## config.mk

```make
export PLATFORM = sky130hd
export DESIGN_NAME = huffman_symbol_sequencer_flat
export DESIGN_NICKNAME = d
export VERILOG_FILES = /design/src/rtl/huffman_symbol_sequencer_if.sv /design/src/rtl/huffman_symbol_sequencer.sv /design/src/flat_wrapper.sv
export SDC_FILE = /design/constraint.sdc
export NUM_CORES = 2
export LEC_CHECK = 0
export CAP_MARGIN = 40
export CORE_MARGIN = 2
export CORE_UTILIZATION = 45
export DETAILED_ROUTE_END_ITERATION = 10
export GPL_TIMING_DRIVEN = 1
export PLACE_DENSITY = 0.8
export SLEW_MARGIN = 40
export SYNTH_ARGS = -nofsm -noshare
export SYNTH_HDL_FRONTEND = slang
export SYNTH_SLANG_ARGS = --single-unit
```

## constraint.sdc

```tcl
create_clock -name i_clk -period 32.4 [get_ports i_clk]
set_clock_uncertainty 0.15 [all_clocks]
set_input_delay 3.24 -clock i_clk [delete_from_list [all_inputs] [get_ports i_clk]]
set_output_delay 3.24 -clock i_clk [all_outputs]
set_load 0.1 [all_outputs]
```

## src/rtl/huffman_symbol_sequencer_if.sv

```systemverilog
// huffman_symbol_sequencer_if: block-in / symbol-out bundle for the Huffman symbol sequencer
interface huffman_symbol_sequencer_if #(
    parameter int COEF_W   = 10,
    parameter int NUM_COEF = 64,
    parameter int CID_W    = 2
);
    logic                       i_start;
    logic [CID_W-1:0]           i_comp_id;
    logic [NUM_COEF*COEF_W-1:0] i_block_in;
    logic                       i_restart;
    logic                       o_busy;
    logic                       o_sym_valid;
    logic                       i_sym_ready;
    logic                       o_sym_is_dc;
    logic [3:0]                 o_sym_run;
    logic [3:0]                 o_sym_size;
    logic [COEF_W:0]            o_sym_amp;
    logic [CID_W-1:0]           o_sym_comp;
    logic                       o_sym_last;
    logic                       o_block_done;
    modport master (
        output i_start, i_comp_id, i_block_in, i_restart, i_sym_ready,
        input  o_busy, o_sym_valid, o_sym_is_dc, o_sym_run, o_sym_size, o_sym_amp,
               o_sym_comp, o_sym_last, o_block_done
    );
    modport slave (
        input  i_start, i_comp_id, i_block_in, i_restart, i_sym_ready,
        output o_busy, o_sym_valid, o_sym_is_dc, o_sym_run, o_sym_size, o_sym_amp,
               o_sym_comp, o_sym_last, o_block_done
    );
endinterface

```

## src/rtl/huffman_symbol_sequencer.sv

```systemverilog
// huffman_symbol_sequencer: turns a zigzag coefficient block into JPEG DC/AC/ZRL/EOB symbols
module huffman_symbol_sequencer #(
    parameter int COEF_W   = 10,
    parameter int NUM_COEF = 64,
    parameter int NUM_COMP = 3
) (
    input logic i_clk,
    input logic i_rst,
    huffman_symbol_sequencer_if.slave bus
);
    localparam int CID_W = (NUM_COMP > 2) ? $clog2(NUM_COMP) : 1;
    localparam int K_W   = $clog2(NUM_COEF);
    typedef enum logic [2:0] {IDLE, DC, SCAN, ZRL, AC, DONE} state_t;
    state_t                     r_state;
    logic [NUM_COEF*COEF_W-1:0] r_blk;
    logic [CID_W-1:0]           r_comp;
    logic [COEF_W-1:0]          r_pred [NUM_COMP];
    logic [K_W-1:0]             r_k;
    logic [K_W-1:0]             r_zrl;
    logic [3:0]                 r_run;
    logic                       r_busy, r_valid, r_is_dc, r_last, r_done;
    logic [3:0]                 r_sym_run, r_sym_size;
    logic [COEF_W:0]            r_sym_amp;
    logic                       w_xfer, w_k_last;
    logic [COEF_W-1:0]          w_raw, w_pred;
    logic [COEF_W:0]            w_coef, w_diff, w_ac_amp, w_dc_amp;
    logic [3:0]                 w_ac_size, w_dc_size;
    function automatic logic [3:0] f_size(input logic [COEF_W:0] v);
        logic [COEF_W:0] m;
        m = v[COEF_W] ? -v : v;
        f_size = '0;
        for (int i = 0; i <= COEF_W; i++) if (m[i]) f_size = 4'(i + 1);
    endfunction
    // negative values carry the one's-complement magnitude in the low size bits
    function automatic logic [COEF_W:0] f_amp(input logic [COEF_W:0] v, input logic [3:0] s);
        f_amp = v[COEF_W] ? (v - 1'b1) & ~({(COEF_W+1){1'b1}} << s) : v;
    endfunction
    assign w_xfer    = r_valid & bus.i_sym_ready;
    assign w_k_last  = r_k == K_W'(NUM_COEF - 1);
    assign w_raw     = r_blk[int'(r_k)*COEF_W +: COEF_W];
    assign w_coef    = {w_raw[COEF_W-1], w_raw};
    assign w_ac_size = f_size(w_coef);
    assign w_ac_amp  = f_amp(w_coef, w_ac_size);
    // a simultaneous restart clears the predictor before the new block's DC uses it
    assign w_pred    = bus.i_restart ? '0 : r_pred[bus.i_comp_id];
    assign w_diff    = {bus.i_block_in[COEF_W-1], bus.i_block_in[COEF_W-1:0]} - {w_pred[COEF_W-1], w_pred};
    assign w_dc_size = f_size(w_diff);
    assign w_dc_amp  = f_amp(w_diff, w_dc_size);
    always_ff @(posedge i_clk or posedge i_rst) begin
        if (i_rst) begin
            r_state    <= IDLE;
            r_blk      <= '0;
            r_comp     <= '0;
            for (int c = 0; c < NUM_COMP; c++) r_pred[c] <= '0;
            r_k        <= '0;
            r_zrl      <= '0;
            r_run      <= '0;
            r_busy     <= 1'b0;
            r_valid    <= 1'b0;
            r_is_dc    <= 1'b0;
            r_last     <= 1'b0;
            r_done     <= 1'b0;
            r_sym_run  <= '0;
            r_sym_size <= '0;
            r_sym_amp  <= '0;
        end else begin
            case (r_state)
                IDLE, DONE: begin
                    r_done  <= 1'b0;
                    r_state <= IDLE;
                    if (bus.i_restart) for (int c = 0; c < NUM_COMP; c++) r_pred[c] <= '0;
                    if (bus.i_start) begin
                        r_blk      <= bus.i_block_in;
                        r_comp     <= bus.i_comp_id;
                        r_busy     <= 1'b1;
                        r_valid    <= 1'b1;
                        r_is_dc    <= 1'b1;
                        r_last     <= 1'b0;
                        r_sym_run  <= '0;
                        r_sym_size <= w_dc_size;
                        r_sym_amp  <= w_dc_amp;
                        r_state    <= DC;
                    end
                end
                DC: if (w_xfer) begin
                    r_pred[r_comp] <= r_blk[COEF_W-1:0];
                    r_valid        <= 1'b0;
                    r_is_dc        <= 1'b0;
                    r_k            <= K_W'(1);
                    r_run          <= '0;
                    r_zrl          <= '0;
                    r_state        <= SCAN;
                end
                SCAN: if (w_coef == '0 && !w_k_last) begin
                    r_k   <= r_k + 1'b1;
                    r_run <= r_run + 1'b1;
                    r_zrl <= r_zrl + K_W'(r_run == 4'd15);
                end else begin
                    // trailing zero gives EOB; pending ZRLs precede a nonzero coefficient
                    r_valid    <= 1'b1;
                    r_sym_run  <= w_coef == '0 ? 4'd0 : r_zrl != '0 ? 4'd15 : r_run;
                    r_sym_size <= w_coef == '0 || r_zrl != '0 ? 4'd0 : w_ac_size;
                    r_sym_amp  <= w_coef == '0 || r_zrl != '0 ? '0 : w_ac_amp;
                    r_last     <= w_k_last && (w_coef == '0 || r_zrl == '0);
                    r_state    <= w_coef != '0 && r_zrl != '0 ? ZRL : AC;
                end
                ZRL: if (w_xfer) begin
                    r_zrl <= r_zrl - 1'b1;
                    if (r_zrl == K_W'(1)) begin
                        r_sym_run  <= r_run;
                        r_sym_size <= w_ac_size;
                        r_sym_amp  <= w_ac_amp;
                        r_last     <= w_k_last;
                        r_state    <= AC;
                    end
                end
                AC: if (w_xfer) begin
                    r_valid <= 1'b0;
                    r_run   <= '0;
                    r_last  <= 1'b0;
                    r_k     <= r_last ? r_k : r_k + 1'b1;
                    r_busy  <= !r_last;
                    r_done  <= r_last;
                    r_state <= r_last ? DONE : SCAN;
                end
                default: r_state <= IDLE;
            endcase
        end
    end
    assign bus.o_busy       = r_busy;
    assign bus.o_sym_valid  = r_valid;
    assign bus.o_sym_is_dc  = r_is_dc;
    assign bus.o_sym_run    = r_sym_run;
    assign bus.o_sym_size   = r_sym_size;
    assign bus.o_sym_amp    = r_sym_amp;
    assign bus.o_sym_comp   = r_comp;
    assign bus.o_sym_last   = r_last;
    assign bus.o_block_done = r_done;
endmodule

```

## src/flat_wrapper.sv

```systemverilog
// flat-port wrapper written by rule: the top's interface ports become plain ports
module huffman_symbol_sequencer_flat 
#(
    parameter int COEF_W   = 10,
    parameter int NUM_COEF = 64,
    parameter int NUM_COMP = 3
)
  (i_clk, i_rst, bus_i_start, bus_i_comp_id, bus_i_block_in, bus_i_restart, bus_i_sym_ready, bus_o_busy, bus_o_sym_valid, bus_o_sym_is_dc, bus_o_sym_run, bus_o_sym_size, bus_o_sym_amp, bus_o_sym_comp, bus_o_sym_last, bus_o_block_done);
  huffman_symbol_sequencer_if #(.COEF_W(COEF_W), .NUM_COEF(NUM_COEF), .CID_W((2))) bus_i ();
  input logic i_clk;
  input logic i_rst;
  input wire logic [$bits(bus_i.i_start)-1:0] bus_i_start;
  input wire logic [$bits(bus_i.i_comp_id)-1:0] bus_i_comp_id;
  input wire logic [$bits(bus_i.i_block_in)-1:0] bus_i_block_in;
  input wire logic [$bits(bus_i.i_restart)-1:0] bus_i_restart;
  input wire logic [$bits(bus_i.i_sym_ready)-1:0] bus_i_sym_ready;
  output wire logic [$bits(bus_i.o_busy)-1:0] bus_o_busy;
  output wire logic [$bits(bus_i.o_sym_valid)-1:0] bus_o_sym_valid;
  output wire logic [$bits(bus_i.o_sym_is_dc)-1:0] bus_o_sym_is_dc;
  output wire logic [$bits(bus_i.o_sym_run)-1:0] bus_o_sym_run;
  output wire logic [$bits(bus_i.o_sym_size)-1:0] bus_o_sym_size;
  output wire logic [$bits(bus_i.o_sym_amp)-1:0] bus_o_sym_amp;
  output wire logic [$bits(bus_i.o_sym_comp)-1:0] bus_o_sym_comp;
  output wire logic [$bits(bus_i.o_sym_last)-1:0] bus_o_sym_last;
  output wire logic [$bits(bus_i.o_block_done)-1:0] bus_o_block_done;
  assign bus_i.i_start = bus_i_start;
  assign bus_i.i_comp_id = bus_i_comp_id;
  assign bus_i.i_block_in = bus_i_block_in;
  assign bus_i.i_restart = bus_i_restart;
  assign bus_i.i_sym_ready = bus_i_sym_ready;
  assign bus_o_busy = bus_i.o_busy;
  assign bus_o_sym_valid = bus_i.o_sym_valid;
  assign bus_o_sym_is_dc = bus_i.o_sym_is_dc;
  assign bus_o_sym_run = bus_i.o_sym_run;
  assign bus_o_sym_size = bus_i.o_sym_size;
  assign bus_o_sym_amp = bus_i.o_sym_amp;
  assign bus_o_sym_comp = bus_i.o_sym_comp;
  assign bus_o_sym_last = bus_i.o_sym_last;
  assign bus_o_block_done = bus_i.o_block_done;
  huffman_symbol_sequencer #(.COEF_W(COEF_W), .NUM_COEF(NUM_COEF), .NUM_COMP(NUM_COMP)) u_core (.i_clk(i_clk), .i_rst(i_rst), .bus(bus_i));
endmodule
```

==> results <==
- The post-cts repair resize count is 0.
- Static timing analysis puts the maximum clock frequency at 121.7 MHz.
- The final weighted congestion of routability-driven global placement is 0.9073.
- Timing analysis after detailed placement gives a worst setup slack of 23,650 ps.
- The worst path setup slack after routing is 24,180 ps.
- The growth of design area from synthesis to finish is 29.16%.
- The width of the chip is 282.2 µm.
- The wire length of the first global-routing pass is 180.9 mm.
- The required time at the worst-slack endpoint is 32,790 ps.
- The sort of element at the end of the critical path is a register.
- The Yosys step of the flow raised 0 warnings.
- The remaining design rule violation count is 0.
- The max-capacitance violation count is 0.
- STA puts the critical path data arrival time at 8600 ps.
- The count of unique library cells instantiated by Yosys is 84.
- In this run the static leakage power is 21.49 nW.
- The critical-path maximum fanout is 12.
- Among all flip-flop cells after synthesis, the most frequent one is dfrtp_1.
- The number of levels the H-tree was split into is 3.
- In the routed layout, each cell is associated on average with a via count of 5.508.
- Buffers placed on the I/O ports in this run total 672.
- The fraction of final layout cells sized beyond drive strength 1 is 0.08149.
- The detailed placement HPWL is 87.55 mm.
- The final antenna-violating net count is 0.
- The wire length per cell is 22.06 µm.
- Setup repair after global routing left no endpoint under its margin.
- The placement-stage cell area is 0.04204 mm².
- In this run the post-CTS setup repair buffer count came out at 0.
- The path class of the tightest hold or removal check is reg2reg.
- For this configuration, the core starts out at a cell density of 0.4517.
- The count of routing violations after the opening detailed-route iteration is 2,946.
- The finished cells cover 0.04498 mm².
- Counting along the longest clock path gives a buffer depth of 3.
- After clock tree synthesis, the flow added hold-fix buffers numbering 0.
- The per-instance average area after synthesis is 9.104 µm².
- The start-to-end type of the worst setup path is in2reg.
- The launching element type of the critical path is a primary input.
- The peak ir drop on the vdd network is 57.42 µV.
- Summing all multi-input logic gate instances after layout gives 0.01581 mm².
- After clock tree synthesis, the clock-pin slew on the worst setup and hold paths is 60 ps.
- For this design the ratio of total power to cell area is 99.61 mW/mm².
- Summing every instance area after synthesis gives 0.03482 mm².
- The max-slew violation count is 0.
- Pin placement for this block handled 673 I/O pins.
- The vertical die dimension is 282.2 µm.
- Summed over all failing endpoints, the final setup total negative slack is 0 ps.
- The number of nets in the synthesized netlist is 4,491.
- The count of fill cells added during filler insertion is 6,498.
- The sequential standard cell area is 0.01790 mm².
- The final cycle utilization of the critical path is 0.2536.
- The relative slew slack is 0.4309.
- The initial antenna violation count was 58.
- The area of the core region is 0.07708 mm².
- The flow ran to the end, and the final reports show no timing, DRC or antenna violations.
- The fraction of registers with async set or reset after synthesis is 1.000.
- The number of global-route vias before repair is 30,200.
- CTS saw 715 sinks.
- The row count is 102.
- The tree is rooted in a clkbuf_16.
- For this run, the register share of the synthesized area comes to 0.5138.
- The final-stage net count is 5,046.
- For the worst-skew pair, the clock arrives at the later sink with an insertion delay of 650 ps.
- At the pin with the least slew margin, the transition time is 851.8 ps.
- The synthesized design contains 0 enable-type register cells.
- TritonCTS built the clock tree.
- The final hold violation count is 0.
- The overall die area is 0.07962 mm².
- After layout, the minimum clock period comes to 8216 ps.
- Counting flops and latches in the post-synthesis netlist gives 715.
- The final setup violation count is 0.
- The number of iterations in the first detailed-routing pass is 5.
- The all-layer global routing usage is 0.3025.
- The post-synthesis instance total is 3,825.
- Summed over all layers, the global routing overflow is 0.
- In this run, CTS created clock tree buffers numbering 80.
- Entering global routing, the biggest net connects 156 pins.
- The overall via count from detail_route is 30,450.
- The routed wire length is 122.0 mm.
- The design draws 4.480 mW.
where the power goes:
group / switching (mW) / leakage (nW) / total [mW] / internal [mW]
combinational: 1.20 / 11.3 / 1.95 / 0.747
clock: 0.390 / 1.35 / 0.945 / 0.554
sequential: 0.276 / 8.89 / 1.58 / 1.31
total: 1.87 / 21.5 / 4.48 / 2.61
stage by stage:
step | hold slack, ps | util | instances
after floorplan | 287.3 | - | 3825
after global placement | 299.4 | 0.5463 | 5337
after detailed placement | 303.7 | 0.5454 | 5337
after CTS | 316.6 | 0.5812 | 5481
after global routing | 335.9 | 0.5832 | 5520
final | 314.6 | 0.5835 | 5529
kinds of logic (layout without fill, tap and decap cells):
logic type,after synthesis,in the layout,synth area share
AOI/OAI and AO/OA,323,323,0.06507
xor gates and xnor gates,27,27,0.006791
adders and majority gates,19,19,0.007043
buffers and inverters,258,875,0.03378
DFF,715,715,0.5138
muxes,218,218,0.1166
other,0,47,0
and+or+nand+nor,2265,2265,0.2569
sequential cells by signal (all words and copies together), names as in the netlist:
register / flops
u_core.bus.o_busy: 1
u_core.r_zrl: 6
u_core.bus.o_sym_valid: 1
u_core.bus.o_sym_run: 4
u_core.bus.o_block_done: 1
u_core.bus.o_sym_comp: 2
u_core.bus.o_sym_size: 4
u_core.r_k: 6
u_core.r_pred: 30
u_core.bus.o_sym_last: 1
u_core.r_run: 4
u_core.r_state: 3
u_core.bus.o_sym_amp: 11
u_core.r_blk: 640
u_core.bus.o_sym_is_dc: 1
synthesized netlist by cell type, drive strengths merged, types with 11 or more instances:
cell,number,area [µm²]
inv,22,82.58
nor3,36,185.2
a22o,33,289.0
o21ai,55,275.3
and3,12,75.07
mux2i,65,650.6
a31oi,17,106.4
a21oi,55,275.3
nor2,86,322.8
ha,18,225.2
nor4,12,90.09
buf,66,450.4
nor2b,17,106.4
xnor2,20,175.2
nand2,1998,7502
a22oi,56,420.4
nand3,30,155.1
dfrtp,715,17890
o22ai,12,75.07
nand2b,20,125.1
and2,14,87.58
clkbuf,170,643.1
mux4,143,3297
nand4,11,68.82
worst max-delay path: stages:
cell,delay (ps)
clkdlybuf4s50_1,900
nor2b_1,310
a21oi_1,220
nor2_1,60
ha_1,230
fa_1,420
xor2_1,470
nand3_1,350
or3_1,540
and4_1,230
a211oi_1,520
nor2_1,110
o221a_2,330
a2111oi_0,400
nor3_1,100
a21oi_1,170
routing by layer:
layer  global-route usage  up-vias  wire length (µm)
met2               0.4843     1383             58550
met4               0.1560       24              6065
li1                     -    13830                 -
met3              0.06236      309              9377
met1               0.3906    14910             47830
met5                    0        -               161
layout make-up:
cell class                      instances  area share
Sequential cell                       715      0.3981
Multi-Input combinational cell       2852      0.3516
Timing Repair Buffer                  709      0.1554
Clock buffer                          113     0.05174
Tap cell                             1040     0.02893
Clock inverter                         31    0.009514
Antenna cell                           47    0.002615
Inverter                               22    0.002114
path summary, 6_finish.rpt:
kind                                               from                                   to  slack (ps)  depth (start not counted)
max                                    bus_i_comp_id[1]  u_core.bus.o_sym_amp[1]$_DFFE_PP0P_       24180                         16
min                        u_core.r_blk[54]$_DFFE_PP0P_         u_core.r_blk[54]$_DFFE_PP0P_         310                          2
max reg2reg                   u_core.r_k[0]$_DFFE_PP0P_  u_core.bus.o_sym_amp[2]$_DFFE_PP0P_       25430                         14
min reg2reg                u_core.r_blk[54]$_DFFE_PP0P_         u_core.r_blk[54]$_DFFE_PP0P_         310                          2
max in group asynchronous                         i_rst        u_core.r_blk[235]$_DFFE_PP0P_       26630                          5
min in group asynchronous                         i_rst         u_core.r_blk[42]$_DFFE_PP0P_        2930                          2
cell usage in the layout (no fill, tap or decap), types with 20 or more instances in the layout:
master / n
a21oi_1: 55
o21ai_0: 48
nand3_1: 28
mux2i_1: 65
nor2_1: 84
a22o_1: 33
nand2b_1: 20
xnor2_1: 20
nor3_1: 35
inv_1: 20
a22oi_1: 56
clkbuf_16: 81
nand2_1: 1997
diode_2: 47
buf_2: 26
mux4_2: 122
clkdlybuf4s50_1: 646
dfrtp_1: 711
Power figures use the tool's default switching activity.
